<file path="config.mk">
export PLATFORM = sky130hd
export DESIGN_NAME = rv_decode_stage
export DESIGN_NICKNAME = d
export VERILOG_FILES = /design/src/rtl/rv_decode_stage.sv
export SDC_FILE = /design/constraint.sdc
export NUM_CORES = 1
export LEC_CHECK = 0
export ABC_AREA = 1
export CELL_PAD_IN_SITES_DETAIL_PLACEMENT = 1
export CELL_PAD_IN_SITES_GLOBAL_PLACEMENT = 1
export CORE_MARGIN = 2
export CORE_UTILIZATION = 35
export CTS_CLUSTER_DIAMETER = 120
export CTS_CLUSTER_SIZE = 10
export DETAILED_ROUTE_END_ITERATION = 8
export GPL_ROUTABILITY_DRIVEN = 0
export PLACE_DENSITY = 0.83
export SYNTH_ARGS = -nofsm -noshare
export SYNTH_HDL_FRONTEND = slang
export SYNTH_SLANG_ARGS = --single-unit
export TNS_END_PERCENT = 30
</file>
<file path="constraint.sdc">
create_clock -name clk -period 1.71 [get_ports clk]
set_input_delay 0.171 -clock clk [delete_from_list [all_inputs] [get_ports clk]]
set_output_delay 0.171 -clock clk [all_outputs]
set_load 0.02 [all_outputs]
</file>
<file path="src/rtl/rv_decode_stage.sv">
// rv_decode_stage: registered RV32I/RV64I decode stage with a main + skid output buffer.
// Define RV_DECODE_M_EXT_EN to decode the M extension; otherwise those encodings are illegal.
module rv_decode_stage #(
  parameter int XLEN      = 32,
  parameter int ILL_CNT_W = 16
) (
  input  logic                 clk,
  input  logic                 rst_n,
  input  logic                 flush,
  input  logic                 in_valid,
  output logic                 in_ready,
  input  logic [XLEN-1:0]      in_pc,
  input  logic [31:0]          in_instr,
  output logic                 out_valid,
  input  logic                 out_ready,
  output logic [XLEN-1:0]      out_pc,
  output logic [3:0]           out_class,
  output logic [6:0]           out_kind,
  output logic [4:0]           out_rd,
  output logic [4:0]           out_rs1,
  output logic [4:0]           out_rs2,
  output logic [XLEN-1:0]      out_imm,
  output logic                 out_illegal,
  output logic [ILL_CNT_W-1:0] ill_count
);

  localparam bit IS64 = (XLEN == 64);

  typedef enum logic [3:0] {
    invalid, lui_type, auipc_type, jal_type, jalr_type, branch_type, load_type,
    store_type, reg_imm_type, reg_arith_type, fence_type, system_type
  } opcode_t;

  typedef enum logic [6:0] {
    LUI, AUIPC, JAL, JALR, BEQ, BNE, BLT, BGE, BLTU, BGEU,
    LB, LH, LW, LBU, LHU, SB, SH, SW,
    ADDI, SLTI, SLTIU, XORI, ORI, ANDI, SLLI, SRLI, SRAI,
    ADD, SUB, SLL, SLT, SLTU, XOR, SRL, SRA, OR, AND,
    FENCE, FENCE_I, ECALL, EBREAK, CSRRW, CSRRS, CSRRC, CSRRWI, CSRRSI, CSRRCI,
    LWU, LD, SD, ADDIW, SLLIW, SRLIW, SRAIW, ADDW, SUBW, SLLW, SRLW, SRAW,
    MUL, MULH, MULHSU, MULHU, DIV, DIVU, REM, REMU,
    MULW, DIVW, DIVUW, REMW, REMUW,
    ILLEGAL = 7'd127
  } instr_kind_t;

  typedef enum logic [2:0] {FMT_R, FMT_I, FMT_S, FMT_B, FMT_U, FMT_J, FMT_C} fmt_t;

  typedef struct packed {
    logic [XLEN-1:0] pc;
    logic [3:0]      cls;
    logic [6:0]      kind;
    logic [4:0]      rd;
    logic [4:0]      rs1;
    logic [4:0]      rs2;
    logic [XLEN-1:0] imm;
    logic            illegal;
  } entry_t;

  logic [6:0] opc, f7;
  logic [2:0] f3;
  logic       shamt_ok;
  logic [XLEN-1:0] imm_i, imm_s, imm_b, imm_u, imm_j, imm_c;

  assign opc      = in_instr[6:0];
  assign f3       = in_instr[14:12];
  assign f7       = in_instr[31:25];
  assign shamt_ok = IS64 || !in_instr[25];

  assign imm_i = XLEN'($signed(in_instr[31:20]));
  assign imm_s = XLEN'($signed({in_instr[31:25], in_instr[11:7]}));
  assign imm_b = XLEN'($signed({in_instr[31], in_instr[7], in_instr[30:25], in_instr[11:8], 1'b0}));
  assign imm_u = XLEN'($signed({in_instr[31:12], 12'b0}));
  assign imm_j = XLEN'($signed({in_instr[31], in_instr[19:12], in_instr[20], in_instr[30:21], 1'b0}));
  assign imm_c = XLEN'(in_instr[31:20]);

  opcode_t    cls;
  logic [6:0] kind;
  fmt_t       fmt;
  entry_t     dec;

  always_comb begin
    // NOTE: every variable written here gets a default first, so no latch is inferred.
    cls  = invalid;
    kind = ILLEGAL;
    fmt  = FMT_R;
    case (opc)
      7'b0110111: begin cls = lui_type;   kind = LUI;   fmt = FMT_U; end
      7'b0010111: begin cls = auipc_type; kind = AUIPC; fmt = FMT_U; end
      7'b1101111: begin cls = jal_type;   kind = JAL;   fmt = FMT_J; end
      7'b1100111: begin cls = jalr_type;  fmt = FMT_I; if (f3 == 3'b000) kind = JALR; end
      7'b1100011: begin
        cls = branch_type; fmt = FMT_B;
        case (f3)
          3'b000: kind = BEQ;  3'b001: kind = BNE;
          3'b100: kind = BLT;  3'b101: kind = BGE;
          3'b110: kind = BLTU; 3'b111: kind = BGEU;
          default: ;
        endcase
      end
      7'b0000011: begin
        cls = load_type; fmt = FMT_I;
        case (f3)
          3'b000: kind = LB;  3'b001: kind = LH;  3'b010: kind = LW;
          3'b100: kind = LBU; 3'b101: kind = LHU;
          3'b110: if (IS64) kind = LWU;
          3'b011: if (IS64) kind = LD;
          default: ;
        endcase
      end
      7'b0100011: begin
        cls = store_type; fmt = FMT_S;
        case (f3)
          3'b000: kind = SB; 3'b001: kind = SH; 3'b010: kind = SW;
          3'b011: if (IS64) kind = SD;
          default: ;
        endcase
      end
      7'b0010011: begin
        cls = reg_imm_type; fmt = FMT_I;
        case (f3)
          3'b000: kind = ADDI;  3'b010: kind = SLTI; 3'b011: kind = SLTIU;
          3'b100: kind = XORI;  3'b110: kind = ORI;  3'b111: kind = ANDI;
          3'b001: if (f7[6:1] == 6'b000000 && shamt_ok) kind = SLLI;
          3'b101: if (f7[6:1] == 6'b000000 && shamt_ok) kind = SRLI;
                  else if (f7[6:1] == 6'b010000 && shamt_ok) kind = SRAI;
          default: ;
        endcase
      end
      7'b0110011: begin
        cls = reg_arith_type; fmt = FMT_R;
        if (f7 == 7'b0000000) begin
          case (f3)
            3'b000: kind = ADD; 3'b001: kind = SLL; 3'b010: kind = SLT; 3'b011: kind = SLTU;
            3'b100: kind = XOR; 3'b101: kind = SRL; 3'b110: kind = OR;  3'b111: kind = AND;
            default: ;
          endcase
        end else if (f7 == 7'b0100000) begin
          if (f3 == 3'b000) kind = SUB;
          else if (f3 == 3'b101) kind = SRA;
`ifdef RV_DECODE_M_EXT_EN
        end else if (f7 == 7'b0000001) begin
          kind = 7'(MUL) + {4'b0, f3};  // MUL..REMU follow funct3 order
`endif
        end
      end
      7'b0011011: if (IS64) begin
        cls = reg_imm_type; fmt = FMT_I;
        if (f3 == 3'b000) kind = ADDIW;
        else if (f3 == 3'b001 && f7 == 7'b0000000) kind = SLLIW;
        else if (f3 == 3'b101 && f7 == 7'b0000000) kind = SRLIW;
        else if (f3 == 3'b101 && f7 == 7'b0100000) kind = SRAIW;
      end
      7'b0111011: if (IS64) begin
        cls = reg_arith_type; fmt = FMT_R;
        if (f7 == 7'b0000000) begin
          if (f3 == 3'b000) kind = ADDW;
          else if (f3 == 3'b001) kind = SLLW;
          else if (f3 == 3'b101) kind = SRLW;
        end else if (f7 == 7'b0100000) begin
          if (f3 == 3'b000) kind = SUBW;
          else if (f3 == 3'b101) kind = SRAW;
`ifdef RV_DECODE_M_EXT_EN
        end else if (f7 == 7'b0000001) begin
          case (f3)
            3'b000: kind = MULW;  3'b100: kind = DIVW; 3'b101: kind = DIVUW;
            3'b110: kind = REMW;  3'b111: kind = REMUW;
            default: ;
          endcase
`endif
        end
      end
      7'b0001111: begin
        cls = fence_type; fmt = FMT_I;
        if (f3 == 3'b000) kind = FENCE;
        else if (f3 == 3'b001) kind = FENCE_I;
      end
      7'b1110011: begin
        cls = system_type; fmt = (f3 == 3'b000) ? FMT_I : FMT_C;
        case (f3)
          3'b000: if (in_instr[19:7] == 13'd0 && in_instr[31:21] == 11'd0)
                    kind = in_instr[20] ? EBREAK : ECALL;
          3'b001: kind = CSRRW;  3'b010: kind = CSRRS;  3'b011: kind = CSRRC;
          3'b101: kind = CSRRWI; 3'b110: kind = CSRRSI; 3'b111: kind = CSRRCI;
          default: ;
        endcase
      end
      default: ;
    endcase

    dec    = '0;
    dec.pc = in_pc;
    if (kind == ILLEGAL) begin
      dec.kind    = ILLEGAL;
      dec.illegal = 1'b1;
    end else begin
      dec.cls  = cls;
      dec.kind = kind;
      // Register fields absent from the format stay zero.
      case (fmt)
        FMT_R: begin dec.rd = in_instr[11:7]; dec.rs1 = in_instr[19:15]; dec.rs2 = in_instr[24:20]; end
        FMT_I: begin dec.rd = in_instr[11:7]; dec.rs1 = in_instr[19:15]; dec.imm = imm_i; end
        FMT_S: begin dec.rs1 = in_instr[19:15]; dec.rs2 = in_instr[24:20]; dec.imm = imm_s; end
        FMT_B: begin dec.rs1 = in_instr[19:15]; dec.rs2 = in_instr[24:20]; dec.imm = imm_b; end
        FMT_U: begin dec.rd = in_instr[11:7]; dec.imm = imm_u; end
        FMT_J: begin dec.rd = in_instr[11:7]; dec.imm = imm_j; end
        default: begin dec.rd = in_instr[11:7]; dec.rs1 = in_instr[19:15]; dec.imm = imm_c; end
      endcase
    end
  end

  entry_t               out_q, skid_q;
  logic                 out_valid_q, skid_valid_q;
  logic [ILL_CNT_W-1:0] ill_q;
  logic                 out_fire, in_fire;

  assign out_fire = out_valid_q & out_ready;
  assign in_fire  = in_valid & ~skid_valid_q;

  always_ff @(posedge clk or negedge rst_n) begin
    if (!rst_n) begin
      // NOTE: the two data entries are reset as well, so every output reads 0 out of reset.
      out_q        <= '0;
      skid_q       <= '0;
      out_valid_q  <= 1'b0;
      skid_valid_q <= 1'b0;
      ill_q        <= '0;
    end else if (flush) begin
      out_valid_q  <= 1'b0;
      skid_valid_q <= 1'b0;
    end else begin
      // NOTE: state uses <= so every branch below sees the pre-edge register values.
      if (out_fire && out_q.illegal && ill_q != '1) ill_q <= ill_q + 1'b1;
      if (out_fire || !out_valid_q) begin
        if (skid_valid_q) begin
          out_q        <= skid_q;
          out_valid_q  <= 1'b1;
          skid_valid_q <= 1'b0;
        end else if (in_fire) begin
          out_q       <= dec;
          out_valid_q <= 1'b1;
        end else begin
          out_valid_q <= 1'b0;
        end
      end else if (in_fire) begin
        skid_q       <= dec;
        skid_valid_q <= 1'b1;
      end
    end
  end

  assign in_ready    = ~skid_valid_q;
  assign out_valid   = out_valid_q;
  assign out_pc      = out_q.pc;
  assign out_class   = out_q.cls;
  assign out_kind    = out_q.kind;
  assign out_rd      = out_q.rd;
  assign out_rs1     = out_q.rs1;
  assign out_rs2     = out_q.rs2;
  assign out_imm     = out_q.imm;
  assign out_illegal = out_q.illegal;
  assign ill_count   = ill_q;

endmodule

</file>
==> results of run 1 <==
metal layers:
metal  vias up  share of wire [%]  global-route usage (%)
met5         -                  0                       0
met4         0                5.2                   11.78
met3       169                5.7                   4.049
met2       495                 49                   43.88
met1      5734                 40                   31.63
li1       5328                  -                       -
Yosys cell counts (all sizes together):
cell type | number | area, um2
a21boi | 3 | 22.52
a21oi | 13 | 65.06
a31oi | 6 | 37.54
and2 | 1 | 7.510
and3 | 1 | 6.260
buf | 21 | 147.6
clkbuf | 53 | 198.9
clkinv | 1 | 3.750
dfrtp | 200 | 5005
ha | 8 | 100.1
inv | 108 | 405.4
nand2 | 584 | 2200
nand3 | 50 | 275.3
nand3b | 2 | 15.01
nand4 | 21 | 131.4
nor2 | 197 | 759.5
nor3 | 13 | 70.07
nor3b | 1 | 7.510
nor4 | 6 | 37.54
o211ai | 9 | 67.56
o21a | 2 | 15.01
o21ai | 175 | 875.8
xnor2 | 4 | 35.03
xor2 | 10 | 87.58
state kept, by name, indices dropped and copies added, names as in the netlist:
register,cells
out_kind,7
ill_count,16
out_pc,32
out_imm,32
out_rd,5
skid_valid_q,1
out_illegal,1
out_rs1,5
skid_q,91
out_valid,1
out_class,4
out_rs2,5
power groups by stage:
| stage | registers, uW | clock network [uW] | logic [uW] |
|---|---|---|---|
| 3_5_place_dp | 5790 | 0 | 3160 |
| 3_3_place_gp | 5750 | 0 | 3040 |
| 4_1_cts | 5700 | 4360 | 3230 |
| 5_1_grt | 5780 | 4580 | 3670 |
| 6_report | 5710 | 4320 | 3390 |
| 2_1_floorplan | 6160 | 0 | 1060 |
cell type report:
| cell class | instances | area, um2 | area share (%) |
|---|---|---|---|
| Clock buffer | 17 | 425.4 | 2.760 |
| Clock inverter | 15 | 192.7 | 1.250 |
| Inverter | 109 | 429.2 | 2.785 |
| Multi-Input combinational cell | 1109 | 5404 | 35.07 |
| Tap cell | 390 | 488.0 | 3.166 |
| Timing Repair Buffer | 368 | 3463 | 22.47 |
| Sequential cell | 200 | 5009 | 32.50 |
critical path, delay by kind of cell:
family,cells,cell delay (ns)
buffers and inverters,5,0.95
and+or+nand+nor,10,1.13
stage by stage:
step / hold slack, ns / setup TNS (ns)
6_report: 0.2436 / -2.078
4_1_cts: 0.2593 / -0.04042
3_3_place_gp: 0.1782 / -153.90
5_1_grt: 0.2645 / -8.915
3_5_place_dp: 0.1787 / -169.00
2_1_floorplan: -0.1246 / -0.7146
final timing paths:
| path | start | endpoint | slack [ns] | cells after the start |
|---|---|---|---|---|
| worst max-delay path | in_instr[28] | out_imm[28]$_DFFE_PN0P_ | -0.15 | 15 |
| worst min-delay path | rst_n | skid_q[73]$_DFFE_PN0P_ | 0.24 | 2 |
| worst max register to register | ill_count[0]$_DFFE_PN0P_ | ill_count[15]$_DFFE_PN0P_ | 0 | 10 |
| worst min register to register | skid_q[72]$_DFFE_PN0P_ | skid_q[72]$_DFFE_PN0P_ | 0.49 | 2 |
| max in group asynchronous | rst_n | out_pc[7]$_DFFE_PN0P_ | 0.83 | 3 |
| min in group clk | in_instr[15] | skid_q[38]$_DFFE_PN0P_ | 0.26 | 5 |
what timing repair did:
action,CTS,global route
cloned,6,0
endpoints found under the setup margin,142,164
gates resized for setup,120,125
hold buffers,1,0
pin swaps,26,36
endpoints found under the hold margin,43,0
buffers inserted,21,13
kinds of logic after synthesis:
kind of cell,after synthesis
buffers and inverters,183
XOR/XNOR,14
AND/OR/NAND/NOR,876
adder cells (fa/ha/maj),8
AO/OA/AOI/OAI,208
flip-flops,200
==> metrics.csv, run 1 <==
metric;value;unit
ANT nets after route;0;
Most common cell on crit path;nand2_1;
nets@finish;1882;
worst endpoint required time;2.10;ns
Seq/Total Area, Yosys;47.32;%
crit-path max FO;6;
ANT cells;0;
Core Area;0.02972;mm2
placement row count;63;
aggregate routed wire length;43.17;mm
Switching Power;4626;uW
Period minus WS final;1.865;ns
GRT Total Usage;25.62;%
YS warnings;0;
largest family of logic cells by synthesized area;simple AND/OR/NAND/NOR gates;
RSZ-0062 raised after global routing;true;
IO Count;178;
H-tree depth;4;
die width;177.8;um
final setup vio count;59;
commonest non-fill, non-tap cell in the layout;nand2_1;
mux contribution to synthesized area;0;%
outcome;finished with violations;
CTS Sinks;200;
Slew Limit Fails;0;
Worst-path clk slew;0.09;ns
post-synthesis area per instance;7.103;um2
CP Class;in2reg;
skew final;0.02172;ns
fraction of layout cells with a size suffix above 1;20.68;%
Worst Path Arrival;2.26;ns
normalized max-slew margin;66.81;%
final period utilization;109.1;%
routed vias/inst;5.311;
simple-gate area share of the yosys netlist;33.18;%
Final Total Pwr;13420;uW
clock power share;32.2;%
DR iter-0 viols;985;
global-route wire length before repair;63.94;mm
filler instances;3642;
most frequent cells in the layout;537 x nand2_1, 197 x dfrtp_1, 160 x buf_4;
VDD IR max;707.9;uV
routed len/inst;19.55;um
initial antenna violation count;0;
synthesized cell area;0.01058;mm2
compound-gate portion of the synthesized area;10.24;%
area of placed instances;0.01385;mm2
critical-path cell list;dlygate4sd2_1 -> inv_1 -> nand2_1 -> nor2_1 -> nand2_2 -> buf_4 -> nand3_2 -> nand3_4 -> buf_12 -> nor2_4 -> buf_4 -> nand2_1 -> nand2_1 -> nand2_1 -> nand2_1;
CTS tree;done;
Cell Count, Final, Fillers Out;2208;
leakage power;0.008209;uW
Hold Crit Class;in2async;
CTS Buf Count;17;
Post-Route Utilization;51.86;%
number of failing hold endpoints at the final stage;0;
Crit-path slowest cell;dlygate4sd2_1;
vias in the first global route;12212;
clk root buf;clkbuf_16;
chip height;177.8;um
Clock Latency Late Sink;0.45;ns
Remaining DRCs;0;
Finished Cell Area;0.01541;mm2
Post-Place Cells;2135;
Post-Synth XOR/XNOR Area;1.159;%
violated checks;setup timing;
Synth Register Bits;200;
deepest clock path buffer count;2;
Critical Path Source Type;primary input;
die area;0.03163;mm2
fin worst setup slack;-0.1548;ns
combinational cell fraction of total power;25.3;%
largest net degree at the start of global routing;88;
Critical Path Max Stage Delay;0.31;ns
pre-CTS WS;-1.580;ns
Max-Cap Viols;0;
Worst-Margin Slew;0.4978;ns
Crit. End Element;flop;
Synth-to-Final Area Change;45.71;%
post-DP HPWL;26.77;mm
syn nets;1566;
drt pass-1 iters;5;
Vias;11726;
Flop pwr share;42.6;%
Max Clock Freq;536.2;MHz
Cell variety after synth;34;
gr ovfl total;0;
Buffers on Ports;177;
Synth Area in Adders;0.9464;%
Net Sw Frac;34.48;%
Int Pwr;8791;uW
initial core utilization;35.59;%
PwrDens;870.6;mW/mm2
Syn Inst Count;1489;
No activity file was read; power rests on OpenSTA's default activity.
==> inputs of run 2 (changes only) <==
Settings changed: HOLD_SLACK_MARGIN from default to 0.1.
==> results of run 2 <==
Same layout as run 1: the final DEF is identical, and so are final timing and power.
==> inputs of run 3 (changes only) <==
Settings changed: CORE_UTILIZATION 35 to 39, PLACE_DENSITY 0.83 to 0.87.
Clock period 1.71 ns to 2.1 ns, I/O delays scaled along.
==> run 3 against run 2 <==
Net effect: critical path type unchanged; power is 21% lower; register-to-register slack improved by 0.18 ns; non-clock buffer count decreased by 64; first-iteration DRC count down 14%; core utilization up 1.5 points; the flow now finishes without violations; clock power decreased by 21%; design area is 7.3% lower; combinational power is 26% lower; sequential power is 19% lower.
==> metrics.csv, run 3 (same netlist as run 1, synthesis figures left out) <==
metric;value;unit
Slew Limit Fails;0;
post-DP HPWL;26.05;mm
routed len/inst;17.76;um
leakage power;0.007569;uW
Post-Place Cells;2049;
Period minus WS final;2.092;ns
Remaining DRCs;0;
normalized max-slew margin;60.99;%
Synth-to-Final Area Change;35.12;%
CP delay by family, top;simple AND/OR/NAND/NOR gates;
routed vias/inst;5.247;
Max-Cap Viols;0;
ANT nets after route;0;
Crit. End Element;flop;
clock power share;32.3;%
nets@finish;1815;
CTS tree;done;
GRT Total Usage;25.72;%
gr ovfl total;0;
number of failing hold endpoints at the final stage;0;
combinational cell fraction of total power;23.7;%
Critical Path Max Stage Delay;0.53;ns
vias in the first global route;11395;
skew final;0.01540;ns
final setup vio count;0;
WL met1;15.94;mm
Switching Power;3515;uW
fin worst setup slack;0.008366;ns
die area;0.02845;mm2
placement row count;60;
WP buf/inv;2;
CTS Buf Count;17;
critical-path cell list;clkdlybuf4s50_1 -> nor2_1 -> nand2_1 -> nor3_2 -> nor2_1 -> nand2_1 -> buf_4 -> nand2_1 -> nor2_1 -> nand3_1 -> o21ai_0 -> nand2_1;
H-tree depth;4;
outcome;completed;
crit-path max FO;4;
CP Class;in2reg;
fraction of layout cells with a size suffix above 1;11.99;%
Finished Cell Area;0.01429;mm2
Clock Latency Late Sink;0.45;ns
VDD IR max;690.7;uV
CTS Sinks;200;
Vias;10981;
Buffers on Ports;177;
Hold Crit Class;in2async;
largest net degree at the start of global routing;114;
Core Area;0.02680;mm2
Critical Path Source Type;primary input;
Flop pwr share;44.0;%
Max Clock Freq;478.1;MHz
commonest non-fill, non-tap cell in the layout;nand2_1;
Int Pwr;7048;uW
Cell Count, Final, Fillers Out;2093;
Worst-path clk slew;0.09;ns
Final Total Pwr;10560;uW
IO Count;178;
initial core utilization;39.46;%
top sig layer;met4;
Most common cell on crit path;nand2_1;
aggregate routed wire length;37.18;mm
drt pass-1 iters;4;
clk root buf;clkbuf_16;
deepest clock path buffer count;2;
most frequent cells in the layout;574 x nand2_1, 200 x dfrtp_1, 180 x nor2_1;
Net Sw Frac;33.27;%
PwrDens;739.1;mW/mm2
worst endpoint required time;2.43;ns
initial antenna violation count;1;
Crit-path slowest cell;clkdlybuf4s50_1;
Worst Path Arrival;2.42;ns
Largest register FFs;91;
routed length on met3;1.583;mm
largest reg by FF count;skid_q;
DR iter-0 viols;849;
area of placed instances;0.01342;mm2
met2 wire length;18.26;mm
Worst-Margin Slew;0.5852;ns
final period utilization;99.60;%
chip height;168.7;um
pre-CTS WS;-0.5452;ns
die width;168.7;um
global-route wire length before repair;58.60;mm
==> run 3: layout make-up <==
cell class | count | area (um2)
Inverter | 109 | 420.4
Clock buffer | 18 | 429.2
Fill cell | 3382 | 12510
Antenna cell | 1 | 2.502
Timing Repair Buffer | 304 | 2897
Clock inverter | 14 | 170.2
Sequential cell | 200 | 5005
Tap cell | 341 | 426.7
Multi-Input combinational cell | 1106 | 4941
==> run 3: per-stage QoR <==
step | utilization, % | TNS [ns] | hold slack, ns
final | 53.32 | 0 | 0.2656
after floorplan | - | 0 | -0.08559
after global routing | 53.32 | -0.6533 | 0.2989
after global placement | 50.08 | -40.39 | 0.1843
after CTS | 52.44 | 0 | 0.2714
after detailed placement | 50.08 | -54.43 | 0.1845
==> run 3: per-layer routing <==
| metal | vias to the layer above | track usage (%) |
|---|---|---|
| met3 | 83 | 2.993 |
| met5 | - | 0 |
| li1 | 5175 | - |
| met1 | 5391 | 33.33 |
| met2 | 332 | 43.83 |
| met4 | 0 | 10.68 |
==> run 3: final timing paths <==
kind | start | endpoint | slack (ns) | cells past startpoint
worst max-delay path | in_instr[26] | out_illegal$_DFFE_PN0P_ | 0.008 | 12
max in group asynchronous | rst_n | skid_q[41]$_DFFE_PN0P_ | 1.10 | 3
worst min-delay path | rst_n | skid_q[71]$_DFFE_PN0P_ | 0.27 | 2
min in group clk | in_pc[24] | skid_q[83]$_DFFE_PN0P_ | 0.34 | 3
worst max register to register | skid_valid_q$_DFFE_PN0P_ | out_rs1[3]$_DFFE_PN0P_ | 0.18 | 9
worst min register to register | out_imm[6]$_DFFE_PN0P_ | out_imm[6]$_DFFE_PN0P_ | 0.48 | 2
==> run 3: power groups by stage <==
stage	Sequential, uW	Combinational [uW]	Clock (uW)
after global routing	4710	2740	3610
after floorplan	5000	838	0
after CTS	4650	2470	3480
after global placement	4680	2350	0
after detailed placement	4720	2440	0
final	4650	2500	3410
==> run 3: repair_timing <==
action | CTS | global route
resized for setup | 9 | 38
endpoints found under the setup margin | 53 | 115
gates cloned | 0 | 1
hold endpoints to repair | 50 | 0
hold buffers | 1 | 0
pin swaps | 0 | 5
setup buffers | 0 | 9
